$ cat config.mk
export PLATFORM = sky130hd
export DESIGN_NAME = rcc_clkgen_multi
export DESIGN_NICKNAME = d
export VERILOG_FILES = /design/src/rtl/rcc_clkgen_multi.sv
export SDC_FILE = /design/constraint.sdc
export NUM_CORES = 1
export LEC_CHECK = 0
export CAP_MARGIN = 15
export CORE_ASPECT_RATIO = 1.2
export CORE_MARGIN = 3
export CORE_UTILIZATION = 23
export DETAILED_ROUTE_END_ITERATION = 10
export GPL_TIMING_DRIVEN = 0
export PLACE_DENSITY = 0.45
export SYNTH_ARGS = -nofsm -noshare
export SYNTH_HDL_FRONTEND = slang
export SYNTH_SLANG_ARGS = --single-unit
$ cat constraint.sdc
create_clock -name HCLK -period 7.6 [get_ports HCLK]
set_input_delay 1.52 -clock HCLK [delete_from_list [all_inputs] [get_ports HCLK]]
set_output_delay 1.52 -clock HCLK [all_outputs]
set_load 0.02 [all_outputs]
$ cat src/rtl/rcc_clkgen_multi.sv
// rcc_clkgen_multi: AHB-programmed bank of divided clocks
// with glitch-free gating and sequenced peripheral resets.
module rcc_clkgen_multi #(
  parameter int NUM_CH   = 4,
  parameter int DIV_W    = 8,
  parameter int RST_HOLD = 4,
  parameter int DIV_RST  = 1
) (
  input  logic              HCLK,
  input  logic              HRESET,
  input  logic              HSEL,
  input  logic              HREADY,
  input  logic [1:0]        HTRANS,
  input  logic [2:0]        HSIZE,
  input  logic              HWRITE,
  input  logic [11:0]       HADDR,
  input  logic [31:0]       HWDATA,
  output logic              HREADYOUT,
  output logic              HRESP,
  output logic [31:0]       HRDATA,
  input  logic [NUM_CH-1:0] CH_ACTIVE,
  output logic [NUM_CH-1:0] CH_CLK,
  output logic [NUM_CH-1:0] CH_CLKEN,
  output logic [NUM_CH-1:0] CH_RESETn
);

  localparam int CW     = DIV_W + 1;
  localparam int IDX_SW = 32;
  localparam int IDX_ST = 33;

  typedef enum logic [1:0] {
    S_RST,
    S_HOLD,
    S_RUN
  } rst_st_e;

  logic              ap_vld_q, ap_vld_d;
  logic              ap_wr_q, ap_wr_d;
  logic [9:0]        ap_idx_q, ap_idx_d;
  logic              wr_en;

  logic [NUM_CH-1:0] en_q, en_d;
  logic [NUM_CH-1:0] ag_q, ag_d;
  logic [NUM_CH-1:0] sw_q, sw_d;
  logic [DIV_W-1:0]  div_q [NUM_CH];
  logic [DIV_W-1:0]  div_d [NUM_CH];

  logic [DIV_W-1:0]  cnt_q [NUM_CH];
  logic [DIV_W-1:0]  cnt_d [NUM_CH];
  logic [DIV_W-1:0]  dact_q [NUM_CH];
  logic [DIV_W-1:0]  dact_d [NUM_CH];
  logic [NUM_CH-1:0] gated_q, gated_d;
  logic [NUM_CH-1:0] clk_q, clk_d;
  logic [NUM_CH-1:0] clken_q, clken_d;
  logic [NUM_CH-1:0] rstn_v;

  logic              rd_ctrl, rd_sw, rd_st;
  logic              unused_ok;

  assign unused_ok = ^{HSIZE, HADDR[1:0], HWDATA};

  assign HREADYOUT = 1'b1;
  assign HRESP     = 1'b0;
  assign CH_CLK    = clk_q;
  assign CH_CLKEN  = clken_q;
  assign CH_RESETn = rstn_v;

  // Address-phase capture and register-file write decode
  always_comb begin
    ap_vld_d = HSEL & HREADY & HTRANS[1];
    ap_wr_d  = HWRITE;
    ap_idx_d = HADDR[11:2];
    wr_en    = ap_vld_q & ap_wr_q;
    en_d     = en_q;
    ag_d     = ag_q;
    sw_d     = sw_q;
    div_d    = div_q;
    for (int i = 0; i < NUM_CH; i++) begin
      if (wr_en && ap_idx_q == 10'(i)) begin
        en_d[i]  = HWDATA[0];
        ag_d[i]  = HWDATA[1];
        div_d[i] = HWDATA[8 +: DIV_W];
      end
    end
    if (wr_en && ap_idx_q == 10'(IDX_SW)) begin
      sw_d = HWDATA[NUM_CH-1:0];
    end
  end

  // Bus pipeline and control registers
  always_ff @(posedge HCLK or posedge HRESET) begin
    if (HRESET) begin
      ap_vld_q <= 1'b0;
      ap_wr_q  <= 1'b0;
      ap_idx_q <= '0;
      en_q     <= '0;
      ag_q     <= '0;
      sw_q     <= '0;
      for (int i = 0; i < NUM_CH; i++) begin
        div_q[i] <= DIV_W'(DIV_RST);
      end
    end else begin
      ap_vld_q <= ap_vld_d;
      ap_wr_q  <= ap_wr_d;
      ap_idx_q <= ap_idx_d;
      en_q     <= en_d;
      ag_q     <= ag_d;
      sw_q     <= sw_d;
      div_q    <= div_d;
    end
  end

  // Read data mux, driven only during a read data phase
  always_comb begin
    HRDATA  = '0;
    rd_ctrl = ap_idx_q < 10'(NUM_CH);
    rd_sw   = ap_idx_q == 10'(IDX_SW);
    rd_st   = ap_idx_q == 10'(IDX_ST);
    if (ap_vld_q & ~ap_wr_q) begin
      unique case (1'b1)
        rd_ctrl: begin
          for (int i = 0; i < NUM_CH; i++) begin
            if (ap_idx_q == 10'(i)) begin
              HRDATA[0]          = en_q[i];
              HRDATA[1]          = ag_q[i];
              HRDATA[8 +: DIV_W] = div_q[i];
            end
          end
        end
        rd_sw:   HRDATA[NUM_CH-1:0] = sw_q;
        rd_st:   HRDATA[NUM_CH-1:0] = rstn_v;
        default: HRDATA = '0;
      endcase
    end
  end

  // Divider: gate and divisor only change at a period boundary
  always_comb begin
    logic         gate_req;
    logic         bnd;
    logic [CW-1:0] half;
    for (int i = 0; i < NUM_CH; i++) begin
      gate_req   = ~en_q[i] | (ag_q[i] & ~CH_ACTIVE[i]);
      bnd        = cnt_q[i] == dact_q[i];
      cnt_d[i]   = cnt_q[i] + DIV_W'(1);
      dact_d[i]  = dact_q[i];
      gated_d[i] = gated_q[i];
      if ((gated_q[i] & ~en_q[i]) | bnd) begin
        cnt_d[i]   = '0;
        dact_d[i]  = div_q[i];
        gated_d[i] = gate_req;
      end
      half       = ({1'b0, dact_d[i]} >> 1) + CW'(1);
      clken_d[i] = ~gated_d[i] & (cnt_d[i] == '0);
      clk_d[i]   = ~gated_d[i] & ({1'b0, cnt_d[i]} < half);
    end
  end

  // Divider state and registered clock outputs
  always_ff @(posedge HCLK or posedge HRESET) begin
    if (HRESET) begin
      gated_q <= '1;
      clk_q   <= '0;
      clken_q <= '0;
      for (int i = 0; i < NUM_CH; i++) begin
        cnt_q[i]  <= '0;
        dact_q[i] <= DIV_W'(DIV_RST);
      end
    end else begin
      gated_q <= gated_d;
      clk_q   <= clk_d;
      clken_q <= clken_d;
      cnt_q   <= cnt_d;
      dact_q  <= dact_d;
    end
  end

  for (genvar g = 0; g < NUM_CH; g++) begin : g_rst
    rst_st_e    st_q;
    logic [7:0] hold_q;
    logic [7:0] hold_nx;
    logic       rstn_q;

    assign hold_nx   = hold_q + {7'd0, clken_q[g]};
    assign rstn_v[g] = rstn_q;

    // Reset sequencer: release after RST_HOLD divided-clock pulses
    always_ff @(posedge HCLK or posedge HRESET) begin
      if (HRESET) begin
        st_q   <= S_RST;
        hold_q <= '0;
        rstn_q <= 1'b0;
      end else if (sw_q[g] | ~en_q[g]) begin
        st_q   <= S_RST;
        rstn_q <= 1'b0;
      end else begin
        unique case (st_q)
          S_RST: begin
            st_q   <= S_HOLD;
            hold_q <= '0;
            rstn_q <= 1'b0;
          end
          S_HOLD: begin
            hold_q <= hold_nx;
            if (hold_nx == 8'(RST_HOLD)) begin
              st_q   <= S_RUN;
              rstn_q <= 1'b1;
            end
          end
          S_RUN: begin
            rstn_q <= 1'b1;
          end
          default: begin
            st_q   <= S_RST;
            rstn_q <= 1'b0;
          end
        endcase
      end
    end
  end

endmodule

==> impl_metrics.env, run 1 <==
export IMPL_switching_share_pct=34.2
export IMPL_vias=7327
export IMPL_reg2reg_depth=16
export IMPL_synth_flop_cell="dfrtp_1"
export IMPL_grt_pass1_wl_microns=42000
export IMPL_synth_cells=992
export IMPL_clockBufferDepth=2
export IMPL_globalplace_congestion=0.771
export IMPL_hold_path_class="flip-flop to flip-flop"
export IMPL_worst_path_max_delay_cell="clkdlybuf4s50_1"
export IMPL_skew_ns=0.0123
export IMPL_crit_arrival_ns=3.31
export IMPL_drv_slew=0
export IMPL_route_detailed_wl_per_inst_microns=15.0
export IMPL_nNetsFinal=1209
export IMPL_max_slew_worst_pin_slew_ns=0.923
export IMPL_cts_tree="done"
export IMPL_leakage_nw=5.46
export IMPL_combPwrFrac_pct=31.2
export IMPL_ys_async_sr_fraction_pct=100
export IMPL_seq_area_sq_um=4420
export IMPL_area_growth_pct=19.2
export IMPL_min_period_over_period_pct=63.6
export IMPL_synth_seq_cells=176
export IMPL_core_area_sq_um=44200
export IMPL_crit_fanout=8
export IMPL_place_hpwl_microns=19500
export IMPL_grt_antenna_before_repair=0
export IMPL_syn_area_per_cell_sq_um=10.5
export IMPL_hold_violations=0
export IMPL_rsz0062_at_grt="no"
export IMPL_fp_dieW_microns=200
export IMPL_grt_max_degree=113
export IMPL_status="complete, no violations"
export IMPL_insertion_delay_ns=0.44
export IMPL_crit_end="HRDATA[13]"
export IMPL_crit_type="flip-flop to primary output"
export IMPL_rr_endpoint="CH_CLK[2]"
export IMPL_design_area_sq_um=12400
export IMPL_clock_fmax_mhz=207
export IMPL_power_frac_clock_pct=29.2
export IMPL_cpMostUsedCell="or4_4"
export IMPL_start_util_pct=23.5
export IMPL_cts_sinks=176
export IMPL_synth_area_sq_um=10400
export IMPL_cts_clk_slew_worst_paths_ns=0.07
export IMPL_ctsHoldBuffers=0
export IMPL_powerDensity_nw_per_um2=246
export IMPL_drv_cap=0
export IMPL_route_detailed_drc=0
export IMPL_grt_ovfl_total=0
export IMPL_crit_path_start_kind="flip-flop"
export IMPL_io_pin_count=104
export IMPL_port_buffers=55
export IMPL_required_ns=6.08
export IMPL_rr_startpoint="cnt_q[8]"
export IMPL_cts_htree_levels=4
export IMPL_ys_types=61
export IMPL_p_int_mw=2.00
export IMPL_postCtsResizedCells=0
export IMPL_p_seq_share_pct=39.6
export IMPL_fill_cells=4580
export IMPL_grt_usage_pct=10.9
export IMPL_crit_chain="or4_4 > or4_4 > buf_6 > a2111oi_2 > clkdlybuf4s50_1"
export IMPL_worstHoldStart="g_rst[2].hold_q[7]"
export IMPL_layout_common_cells="dfrtp_1 (164), nor2_1 (93), xnor2_1 (68)"
export IMPL_synth_seq_area_share_pct=42.5
export IMPL_ctsRootBufferMaster="clkbuf_16"
export IMPL_viasPerCell=4.30
export IMPL_cts_buffers_inserted=17
export IMPL_diodes=0
export IMPL_fp_row_count=84
export IMPL_dr_pass1_iters=4
export IMPL_fin_crit_ns=4.83
export IMPL_final_common_cell="dfrtp_1"
export IMPL_die_area_sq_um=47800
export IMPL_postCtsSetupRepairBufs=0
export IMPL_synth_edf_count=0
export IMPL_multi_input_area_sq_um=5580
export IMPL_setup_viol=0
export IMPL_critPathMaxStageDelay_ns=0.72
export IMPL_drive_gt1_share_pct=15.3
export IMPL_r2r_slack_ns=3.32
export IMPL_drtIter0Drc=364
export IMPL_ant_nets=0
export IMPL_placed_cell_area_sq_um=11800
export IMPL_grt_pass1_vias=7382
export IMPL_dieHeight_microns=239
export IMPL_crit_start="ap_idx_q[7]"
export IMPL_synth_warnings=0
export IMPL_slew_headroom_pct=37.9
export IMPL_critPathCaptureType="primary output"
export IMPL_switchingPower_mw=1.04
export IMPL_worst_ir_drop_vdd_v=0.000134
export IMPL_finalPower_mw=3.05
export IMPL_wl_microns=25600
-- critical path: cells and delay by family, from the launching register on --
family                 cells  cell delay (ns)
AO/OA/AOI/OAI              1             0.46
buffers and inverters      2             0.89
flip-flops                 1             0.37
AND/OR/NAND/NOR            2             1.15
-- logic make-up (layout without fill, tap and decap cells) --
logic type               after synthesis  after routing  synth area share [%]
AO/OA/AOI/OAI                        145            145                  9.70
XOR/XNOR                              94             94                  7.92
adder cells (fa/ha/maj)               64             64                  7.70
buffers and inverters                 90            178                  4.52
flip-flops                           176            176                  42.5
multiplexers                         110            110                  12.4
other                                  2             22                0.0722
AND/OR/NAND/NOR                      311            311                  15.1
-- worst min path at each step --
stage                     slack [ns]  cells after the start                  to
after floorplan                 0.47                      1  g_rst[0].hold_q[7]
after global placement          0.50                      1  g_rst[1].hold_q[0]
after detailed placement        0.50                      1  g_rst[1].hold_q[0]
after CTS                       0.51                      1  g_rst[2].hold_q[7]
after global routing            0.53                      1  g_rst[2].hold_q[7]
final                           0.51                      1  g_rst[2].hold_q[7]
-- routing by layer --
layer  GRT usage, %  vias to the layer above  share of wire (%)  wire length (microns)
met1           13.4                     3558                 44                  11400
met5              0                        -                  0                      0
met3           1.44                       21                1.8                    467
met4           3.84                        0                1.9                    482
li1               -                     3666                  -                      -
met2           19.6                       82                 52                  13300
-- stage by stage --
step / util [%] / setup slack, ns / std cells / setup TNS [ns] / hold slack, ns
2_1_floorplan: - / 1.33 / 1012 / 0 / 0.467
3_3_place_gp: 26.6 / -1.60 / 1669 / -259.10 / 0.496
3_5_place_dp: 26.7 / 3.21 / 1670 / 0 / 0.498
4_1_cts: 28.0 / 2.71 / 1702 / 0 / 0.514
5_1_grt: 28.0 / 2.71 / 1702 / 0 / 0.528
6_report: 28.0 / 2.77 / 1702 / 0 / 0.509
-- synthesized netlist by cell type (all sizes together), types with 17 or more instances --
library cell	n	share of area, %
nand4	19	1.1
and3	23	1.4
a21oi	17	0.82
ha	64	7.7
xor2	26	2.2
buf	42	2.8
nand3	54	2.6
dfrtp	164	39
inv	38	1.4
nand2	57	2.1
o21ai	62	3.0
xnor2	68	5.7
mux2	74	8.7
nor2	94	3.5
mux2i	34	3.3
-- state kept, by name, summed over array words and instances, names as in the netlist, 8 cells and up --
register	cells
ap_idx_q	10
g_rst.st_q	8
g_rst.hold_q	32
dact_q	32
cnt_q	32
div_q	32
-- power by group through the flow --
stage | sequential (mW) | clock (mW) | combinational [mW]
after global placement | 1.23 | 0 | 0.947
after CTS | 1.21 | 0.922 | 0.967
final | 1.21 | 0.889 | 0.950
after detailed placement | 1.23 | 0 | 0.958
after floorplan | 1.20 | 0 | 0.699
after global routing | 1.23 | 0.962 | 1.08
-- layout make-up --
class | instances | area share [%]
clock buffers | 20 | 3.60
well taps | 602 | 6.08
repair buffers | 56 | 4.66
multi-input cells | 746 | 45.1
flip-flops and latches | 176 | 35.7
plain buffers | 52 | 2.65
clock inverters | 12 | 1.07
inverters | 38 | 1.21
(Power assumes the default switching activity.)
==> inputs of run 2 (changes only) <==
==> constraint.sdc (replaced) <==
create_clock -name HCLK -period 4.9 [get_ports HCLK]
set_input_delay 0.98 -clock HCLK [delete_from_list [all_inputs] [get_ports HCLK]]
set_output_delay 0.98 -clock HCLK [all_outputs]
set_load 0.02 [all_outputs]
==> run 2 against run 1 <==
Via count up 3.1%. Global-route usage up 0.20 points. Hold slack got worse by 0.0040 ns.
==> impl_metrics.env, run 2 (synthesis results as in run 1) <==
export IMPL_status="complete, no violations"
export IMPL_viasPerCell=4.43
export IMPL_drv_cap=0
export IMPL_dr_pass1_iters=4
export IMPL_crit_path_start_kind="flip-flop"
export IMPL_place_hpwl_microns=20200
export IMPL_ctsRootBufferMaster="clkbuf_16"
export IMPL_worst_ir_drop_vdd_v=0.000250
export IMPL_drive_gt1_share_pct=15.6
export IMPL_io_pin_count=104
export IMPL_cts_sinks=176
export IMPL_drv_slew=0
export IMPL_rr_endpoint="CH_CLK[2]"
export IMPL_crit_family="compound AO/OA/AOI/OAI gates"
export IMPL_cts_htree_levels=4
export IMPL_postCtsResizedCells=0
export IMPL_rr_startpoint="cnt_q[10]"
export IMPL_crit_fanout=10
export IMPL_crit_type="flip-flop to flip-flop"
export IMPL_core_area_sq_um=44200
export IMPL_utilization_pct=28.2
export IMPL_port_buffers=55
export IMPL_drtIter0Drc=378
export IMPL_grt_antenna_before_repair=0
export IMPL_worstHoldStart="g_rst[2].hold_q[7]"
export IMPL_min_period_over_period_pct=90.5
export IMPL_multi_input_area_sq_um=5590
export IMPL_clockBufferDepth=2
export IMPL_fp_row_count=84
export IMPL_route_detailed_wl_per_inst_microns=15.4
export IMPL_crit_arrival_ns=4.71
export IMPL_grt_max_degree=40
export IMPL_reg2reg_depth=16
export IMPL_grt_pass1_vias=7508
export IMPL_rsz0062_at_grt="no"
export IMPL_clock_fmax_mhz=226
export IMPL_setup_viol=0
export IMPL_wl_microns=26200
export IMPL_hold_depth=1
export IMPL_slew_headroom_pct=49.0
export IMPL_globalplace_congestion=0.806
export IMPL_critPathCaptureType="flip-flop"
export IMPL_insertion_delay_ns=0.45
export IMPL_critPathMaxStageDelay_ns=0.62
export IMPL_layout_common_cells="dfrtp_1 (164), nor2_1 (93), xnor2_1 (68)"
export IMPL_vias=7551
export IMPL_grt_ovfl_total=0
export IMPL_use_met2_pct=19.2
export IMPL_cts_clk_slew_worst_paths_ns=0.07
export IMPL_dp_slack_ns=0.258
export IMPL_finalPower_mw=4.76
export IMPL_grt_use_met1_pct=14.0
export IMPL_leakage_nw=5.49
export IMPL_area_growth_pct=20.0
export IMPL_fill_cells=4626
export IMPL_grt_pass1_wl_microns=42200
export IMPL_use_met3_pct=1.82
export IMPL_r2r_slack_ns=0.47
export IMPL_worst_path_max_delay_cell="a2111oi_1"
export IMPL_holdWs_ns=0.505
export IMPL_powerDensity_nw_per_um2=381
export IMPL_fin_crit_ns=4.43
export IMPL_max_slew_worst_pin_slew_ns=0.759
export IMPL_required_ns=5.18
export IMPL_hold_path_class="flip-flop to flip-flop"
export IMPL_cts_buffers_inserted=17
export IMPL_crit_chain="xnor2_1 > nand4_1 > o22ai_2 > buf_2 > buf_2 > mux2_2 > ha_1 > nand3_1 > nor2_1 > mux2_2 > xor2_1 > ha_1 > nor2b_1 > o21ai_0 > o21ai_0 > a2111oi_1"
export IMPL_crit_buf_inv=2
export IMPL_seq_area_sq_um=4420
export IMPL_nNetsFinal=1213
export IMPL_dieHeight_microns=239
export IMPL_route_detailed_drc=0
export IMPL_whs_endpoint="g_rst[2].hold_q[7]"
export IMPL_postCtsSetupRepairBufs=0
export IMPL_start_util_pct=23.5
export IMPL_fp_dieW_microns=200
export IMPL_die_area_sq_um=47800
export IMPL_cts_tree="done"
export IMPL_final_common_cell="dfrtp_1"
export IMPL_fin_tns_setup_ns=0
export IMPL_ctsHoldBuffers=0
export IMPL_setup_ws_ns=0.468
export IMPL_grt_usage_pct=11.1
export IMPL_hold_violations=0
export IMPL_diodes=0
export IMPL_busiest_layer="met2"
export IMPL_skew_ns=0.00955
export IMPL_ant_nets=0
==> run 2: cell types whose count changed in the layout (fill, tap and decap cells not counted), sizes merged <==
| cell | change |
|---|---|
| buf | +4 |
| clkbuf | +1 |
| clkinv | -1 |
| clkinvlp | +1 |
| inv | -1 |
==> run 2: report_power, final <==
group / internal (mW) / total, mW / leakage [nW] / switching, mW
clock network: 0.784 / 1.40 / 0.281 / 0.617
registers: 1.66 / 1.88 / 2.28 / 0.224
logic: 0.683 / 1.47 / 2.93 / 0.787
total: 3.13 / 4.76 / 5.49 / 1.63
==> run 2: area by class of cell <==
class,instances,share of cell area (%)
flip-flops and latches,176,35.4
plain buffers,52,2.63
well taps,602,6.04
clock inverters,11,1.05
multi-input cells,746,44.8
clock buffers,21,3.69
repair buffers,60,5.22
inverters,38,1.17
==> run 2: per-layer routing <==
metal / part of all wire [%] / up-vias
li1: - / 3683
met1: 45 / 3720
met2: 49 / 120
met3: 2.9 / 28
met4: 2.4 / 0
met5: 0 / -
==> run 2: worst max-delay path by stage <==
stage / cells after the start / startpoint / slack [ns] / to
floorplan: 16 / dact_q[8] / 1.25 / CH_CLK[2]
global placement: 2 / HRESET / -0.08 / cnt_q[3]
detailed placement: 16 / cnt_q[10] / 0.26 / CH_CLK[2]
CTS: 16 / dact_q[8] / 0.19 / CH_CLK[2]
global route: 16 / cnt_q[10] / 0.13 / CH_CLK[2]
finish: 16 / cnt_q[10] / 0.47 / CH_CLK[2]
==> run 2: through the flow <==
step | instance area [sq um] | instances
after floorplan | 10500 | 1012
after global placement | 11800 | 1669
after detailed placement | 11900 | 1674
after CTS | 12500 | 1706
after global routing | 12500 | 1706
final | 12500 | 1706
